File: src/rtl/mood_reporter.sv
// Mood status UART transmitter: samples the core's emotion/status bytes and sends
// a 4-byte 8N1 packet {A5, emotion, status, checksum} on change or on request.
module mood_reporter #(
  parameter int CLKS_PER_BIT = 16
) (
  input  logic       clk,
  input  logic       rst_n,
  input  logic [7:0] emotion,
  input  logic [7:0] status,
  input  logic       report_req,
  output logic       tx,
  output logic       busy,
  output logic [7:0] pkt_count
);

  localparam int          CW      = 12;
  localparam logic [7:0]  SYNC_B  = 8'hA5;

  typedef enum logic [2:0] {
    ST_IDLE,
    ST_START,
    ST_DATA,
    ST_STOP,
    ST_GAP
  } state_t;

  state_t          r_state;
  state_t          w_state_nxt;

  logic [15:0]     r_s1;
  logic [15:0]     r_s2;
  logic [15:0]     r_last_sent;
  logic [15:0]     r_snap;
  logic            r_warm0;
  logic            r_warm;
  logic            r_pending;
  logic [CW-1:0]   r_clk_cnt;
  logic [2:0]      r_bit_idx;
  logic [1:0]      r_byte_idx;
  logic [7:0]      r_pkt_count;

  logic            w_bit_end;
  logic            w_can_launch;
  logic            w_launch;
  logic            w_last_byte_done;
  logic [7:0]      w_byte;

  // Two-stage capture of the asynchronous core outputs; s1==s2 marks a settled sample.
  always_ff @(posedge clk or negedge rst_n) begin
    if (!rst_n) begin
      r_s1    <= '0;
      r_s2    <= '0;
      r_warm0 <= 1'b0;
      r_warm  <= 1'b0;
    end else begin
      r_s1    <= {emotion, status};
      r_s2    <= r_s1;
      r_warm0 <= 1'b1;
      r_warm  <= r_warm0;
    end
  end

  assign w_bit_end        = (r_clk_cnt == CW'(CLKS_PER_BIT - 1));
  assign w_can_launch     = r_warm && (r_s1 == r_s2) && (r_pending || (r_s2 != r_last_sent));
  assign w_last_byte_done = (r_state == ST_STOP) && w_bit_end && (r_byte_idx == 2'd3);

  always_ff @(posedge clk or negedge rst_n) begin
    if (!rst_n) r_state <= ST_IDLE;
    else        r_state <= w_state_nxt;
  end

  // The gap exit re-evaluates the trigger so a queued report starts with no idle cycle.
  always_comb begin
    w_state_nxt = r_state;
    w_launch    = 1'b0;
    case (r_state)
      ST_IDLE: begin
        if (w_can_launch) begin
          w_launch    = 1'b1;
          w_state_nxt = ST_START;
        end
      end
      ST_START: if (w_bit_end) w_state_nxt = ST_DATA;
      ST_DATA:  if (w_bit_end && (r_bit_idx == 3'd7)) w_state_nxt = ST_STOP;
      ST_STOP: begin
        if (w_bit_end) w_state_nxt = (r_byte_idx == 2'd3) ? ST_GAP : ST_START;
      end
      ST_GAP: begin
        if (w_bit_end) begin
          if (w_can_launch) begin
            w_launch    = 1'b1;
            w_state_nxt = ST_START;
          end else begin
            w_state_nxt = ST_IDLE;
          end
        end
      end
      default: w_state_nxt = ST_IDLE;
    endcase
  end

  always_ff @(posedge clk or negedge rst_n) begin
    if (!rst_n) begin
      r_clk_cnt   <= '0;
      r_bit_idx   <= '0;
      r_byte_idx  <= '0;
      r_pkt_count <= '0;
      r_pending   <= 1'b1;
      r_snap      <= '0;
      r_last_sent <= '0;
    end else begin
      if ((r_state == ST_IDLE) || w_bit_end) r_clk_cnt <= '0;
      else                                   r_clk_cnt <= r_clk_cnt + CW'(1);

      if (w_launch)                                r_bit_idx <= '0;
      else if ((r_state == ST_DATA) && w_bit_end)  r_bit_idx <= r_bit_idx + 3'd1;

      if (w_launch)
        r_byte_idx <= '0;
      else if ((r_state == ST_STOP) && w_bit_end && (r_byte_idx != 2'd3))
        r_byte_idx <= r_byte_idx + 2'd1;

      if (w_last_byte_done) r_pkt_count <= r_pkt_count + 8'd1;

      // A request landing on the launch edge must survive to force one more packet.
      if (report_req)    r_pending <= 1'b1;
      else if (w_launch) r_pending <= 1'b0;

      if (w_launch) begin
        r_snap      <= r_s2;
        r_last_sent <= r_s2;
      end
    end
  end

  always_comb begin
    w_byte = SYNC_B;
    case (r_byte_idx)
      2'd0:    w_byte = SYNC_B;
      2'd1:    w_byte = r_snap[15:8];
      2'd2:    w_byte = r_snap[7:0];
      default: w_byte = SYNC_B ^ r_snap[15:8] ^ r_snap[7:0];
    endcase
  end

  always_comb begin
    tx = 1'b1;
    case (r_state)
      ST_START: tx = 1'b0;
      ST_DATA:  tx = w_byte[r_bit_idx];
      default:  tx = 1'b1;
    endcase
  end

  assign busy      = (r_state != ST_IDLE);
  assign pkt_count = r_pkt_count;

endmodule

File: config.mk
export PLATFORM = sky130hd
export DESIGN_NAME = mood_reporter
export DESIGN_NICKNAME = d
export VERILOG_FILES = /design/src/rtl/mood_reporter.sv
export SDC_FILE = /design/constraint.sdc
export NUM_CORES = 1
export LEC_CHECK = 0
export CAP_MARGIN = 0
export CORE_UTILIZATION = 40
export CTS_BUF_LIST = sky130_fd_sc_hd__clkbuf_16
export CTS_CLUSTER_SIZE = 16
export DETAILED_ROUTE_END_ITERATION = 7
export PLACE_DENSITY = 0.71
export SETUP_SLACK_MARGIN = 0.2
export SYNTH_ARGS = -nofsm -noshare
export SYNTH_HDL_FRONTEND = slang
export SYNTH_SLANG_ARGS = --single-unit
File: constraint.sdc
create_clock -name clk -period 2.35 [get_ports clk]
set_input_delay 0.5875 -clock clk [delete_from_list [all_inputs] [get_ports clk]]
set_output_delay 0.5875 -clock clk [all_outputs]
set_load 0.01 [all_outputs]
## Yosys cells after proc, flatten, opt, wreduce, memory -nomap -nowiden

Cells that the tools add are included.
Widths: inputs -> output; s select.

- Register bits after elaboration: 79
- Word-level logic and storage cells: 73

- $add $sub $neg: 4
- $lt $le $gt $ge: 1
- Equality and inequality tests: 17
- Muxes and demuxes: 22
- Bitwise gates (word level): 2
- Reduce and logical (&&, ||, !) cells: 16

Operators by type and width:

| kind | count |
|---|---|
| $mux 3 | 8 |
| $pmux 8 s3 | 1 |
| $eq 16x16->1 | 1 |
| $ne 16x16->1 | 1 |
| $pmux 3 s5 | 1 |
| $add 12x1->12 const B | 1 |
| $eq 12x4->1 const B | 1 |
| $mux 12 | 1 |
| $ne 2x2->1 const B | 6 |
| $add 8x1->8 const B | 1 |
| $xor 8x8->8 | 1 |
| $logic_and 1x1->1 | 7 |
| $eq 3x2->1 const B | 2 |
| $eq 3x3->1 const B | 2 |
| $mux 1 | 6 |
| $reduce_bool 2->1 | 3 |
| $reduce_and 5->1 | 1 |
| $eq 2x2->1 const B | 2 |
| $lt 3x4->1 const B | 1 |
| $mux 2 | 2 |
| $not 4->4 | 1 |
| $pmux 1 s2 | 2 |
| $add 3x1->3 const B | 1 |
| $bmux 1 s3 | 1 |
| other kinds (7) | 8 |

## Depth between registers and ports, before layout

- Depth after elaboration: 8
- Depth in mapped cells: 9
- Mapped depth without buffers: 8

## Worst setup path after synthesis

No wires, ideal clock.

- Kind: register -> output
- Start point: reg r_byte_idx[1]
- End point: out tx
- Data arrival time: 1.846 ns
- Path slack: -0.084 ns
- Stages on the path, launching flop included: 9
- Buffers on the path: 2
- Path through: dfrtp_1 > ha_1 > clkbuf_1 > clkbuf_1 > a21oi_1 > o221ai_1 > a31oi_1 > o2111ai_1 > a21o_1

- Cells in the longest elaborated chain, start to end: 5

RTL lines:

| element | RTL line | RTL |
|---|---|---|
| from (decl) | 39 | `logic [1:0] r_byte_idx;` |
| from (signal assigned) | 121 | `r_byte_idx <= r_byte_idx + 2'd1;` |
| $eq 2x2->1, or another cell as far along | 138 | `case (r_byte_idx)` |
| $pmux 8 s3 * | 138 |  |
| $bmux 1 s3 * | 150 | `ST_DATA: tx = w_byte[r_bit_idx];` |
| $mux 1 (implied by the code) * | 150 |  |
| $pmux 1 s2 * | 148 | `case (r_state)` |
| to (decl) | 11 | `output logic tx,` |

Mark *: on every way between the ends. The rest lies on a longest branch, timed or not. The select of a mux whose other input is x is not followed.

## Final worst setup path

- Start point: reg r_byte_idx[0]
- End point: out tx

The elaborated chain is that of the path after synthesis.

==> results_dict.tcl <==
set metrics [dict create \
    run_status "finished, violations left" \
    violations "design-rule violations, negative setup slack" \
    drc_errors 1 \
    grt_max_degree 41 \
    clock_sinks 79 \
    syn_avg_cell_area_sq_um 11.8 \
    path_max_fanout 6 \
    syn-num-nets 343 \
    antenna_found_initial 0 \
    die_h_um 98.4 \
    final_cell_mix "dfrtp_1, buf_4, xor2_1" \
    crit_family "compound AO/OA/AOI/OAI gates" \
    cts_root_buffer "clkbuf_16" \
    grt_usage_pct 16.5 \
    wire_per_inst_um 15.7 \
    synth_top_cell_area_share_pct 52.5 \
    grt_pass1_vias 2581 \
    seqPwrFrac_pct 50.8 \
    grt-ovfl-total 0 \
    criticalPathCategory "reg -> out" \
    r2r_cells 7 \
    async_flop_share_pct 100 \
    r2r-start "r_s2[5]" \
    clk_latency_ns 0.33 \
    max_cap_violations 0 \
    setup_violations 1 \
    vias_per_cell 5.20 \
    fmax_ghz 0.362 \
    cp_slowest_cell "dfrtp_2" \
    multiInputGateArea_sq_mm 0.00183 \
    fin_worst_skew_ns 0.00910 \
    timing.final.crit_share_pct 117 \
    synth_area_sq_mm 0.00372 \
    cp_common_cell "o2111ai_1" \
    max_slew_margin_pct 66.0 \
    cp.depth 9 \
    p_switching_mw 0.641 \
    cts-buffers-inserted 9 \
    core_area_sq_mm 0.00885 \
    yosysTopAreaCell "dfrtp_1" \
    drive_above_1_share_pct 28.2 \
    synthCells 316 \
    grt_pass1_wl_mm 12.4 \
    rsz0062_at_grt "yes" \
    synth_edf_count 0 \
    ant_nets 0 \
    port_buffers 28 \
    fin_crit_ns 2.76 \
    fin_util_pct 55.0 \
    path_cells "ha_4 -> buf_4 -> and2_1 -> o21ai_1 -> o211ai_1 -> o2111ai_1 -> o2111ai_1 -> a21o_1 -> buf_2" \
    top_level_ports 29 \
    final_area_sq_mm 0.00487 \
    worstPathRequired_ns 1.76 \
    cts_tree "done" \
    fillers 723 \
    arrival_ns 2.17 \
    pwr_density_cell_mw_per_mm2 575 \
    layout_setup_ws_ns -0.409 \
    slowest_delay_ns 0.46 \
    crit_path_start "r_byte_idx[0]" \
    p_clk_share_pct 44.8 \
    synth_cell_types 45 \
    pwr-share-comb_pct 4.4 \
    clk_pin_slew_worst_paths_ns 0.06 \
    p_sw_share_pct 22.9 \
    ys.flop_type "dfrtp_1" \
    p_total_mw 2.80 \
    yosysSeqAreaShare_pct 53.2 \
    cts_buffer_depth 2 \
    die_x_um 98.4 \
    first_pass_iters 6 \
    gp_congestion 0.810 \
    leakage_nw 2.18 \
    holdCritPathClass "in -> async" \
    stdcell_count 495 \
    cp-start-kind "flop" \
    synth_seq_cells 79 \
    placed_cell_area_sq_mm 0.00432 \
    synthTopCellsByArea "dfrtp_1, xor2_1, xnor2_1, mux2_2, mux2_4" \
    placed_cells 471 \
    cp_num_buf_inv 2 \
    final_common_cell "dfrtp_1" \
    hold_viol 0 \
    dieArea_sq_mm 0.00968 \
    place_ws_ns -0.580 \
    ctsHtreeMaxLevel 3 \
    start_util_pct 42.0 \
    num_vias 2572 \
    crit_path_end_kind "output pin" \
    p_int_mw 2.16 \
    syn_to_final_growth_pct 31.0 \
    worst-slew-pin-transition_ns 0.511 \
    drt_wl_total_mm 7.76 \
    vdd_drop_max_uv 350 \
    rows 34 \
    final-seq-area_sq_mm 0.00199 \
    synth_warnings 0 \
    slew_viol_final 0 \
    post_cts_hold_buffer_count 0 \
    dpl.hpwl_mm 5.18 \
    drt-initial-drc-count 118 \
    finalNetCount 409 \
    num_antenna_cells 0 \
]
-- synthesized netlist by cell type (8+ instances only) --
library cell  instances
dfrtp_1              78
xor2_1               28
xnor2_1              23
nor2_1               19
a21oi_1              16
inv_1                14
nand2_1              13
mux2_2               11
nand3_1              10
ha_1                  8
mux2_4                8
nor4_1                8
-- final cells by class --
cell class                 instances  share of cell area (%)
multi-input combinational        215                    37.5
timing repair buffer              63                    12.4
clock inverter                     7                   0.873
clock buffer                       9                    4.62
tap                              108                    2.77
sequential                        79                    40.8
inverter                          14                    1.08
-- metrics by stage --
| step | hold slack [ns] | TNS, ns |
|---|---|---|
| finish | 0.227 | -0.409 |
| global route | 0.263 | -0.521 |
| CTS | 0.243 | -0.462 |
| detailed placement | 0.336 | -0.580 |
| global placement | 0.332 | -0.430 |
| floorplan | 0.292 | 0 |
-- final timing paths --
check	to	slack [ns]
min in group clk	r_warm	0.35
worst max-delay path	tx	-0.41
worst min-delay path	r_s1[2]	0.23
worst max register to register	r_snap[8]	0.22
worst min register to register	r_warm	0.35
max in group asynchronous	r_state[0]	1.52
-- power by group through the flow --
stage                     clock network, mW  registers (mW)  logic (mW)
after global routing                   1.34            1.43       0.137
after global placement                    0            1.44       0.110
after floorplan                           0            1.44      0.0429
final                                  1.25            1.42       0.122
after detailed placement                  0            1.44       0.113
after CTS                              1.28            1.42       0.114
-- cells by family after synthesis --
kind of cell / synth area share, %
and+or+nand+nor: 13.1
DFF: 53.2
xor gates and xnor gates: 12.0
AOI/OAI and AO/OA: 8.82
muxes: 7.64
buffers and inverters: 2.46
adders and majority gates: 2.69
other: 0.101
-- metal layers --
metal | routed length [um] | up-vias | global-route usage [%]
li1 | - | 1233 | -
met1 | 3710 | 1295 | 22.7
met2 | 3740 | 35 | 25.2
met3 | 188 | 9 | 3.44
met4 | 120 | 0 | 7.69
met5 | 0 | - | 0
-- registers in the layout (all words and copies together) (netlist names) --
| name | flops |
|---|---|
| r_warm | 1 |
| r_s1 | 16 |
| r_snap | 16 |
| r_clk_cnt | 12 |
| r_bit_idx | 3 |
| r_state | 3 |
| r_warm0 | 1 |
| r_s2 | 16 |
| r_byte_idx | 2 |
| r_pending | 1 |
| pkt_count | 8 |
-- timing repair --
item,in CTS,in global routing
pin swaps,8,22
resized for setup,22,34
buffers inserted,1,4
setup endpoints to repair,10,19
cloned,0,3
hold endpoints to repair,0,0
-- worst register-to-register path, cell delays in order, from the launching register on --
cell       delay, ns
dfrtp_2         0.44
xor2_1          0.17
nor4_1          0.29
nand3_1         0.19
a211oi_4        0.31
nand2_4         0.14
clkbuf_16       0.18
mux2_4          0.29
No activity file was read; power rests on OpenSTA's default activity.
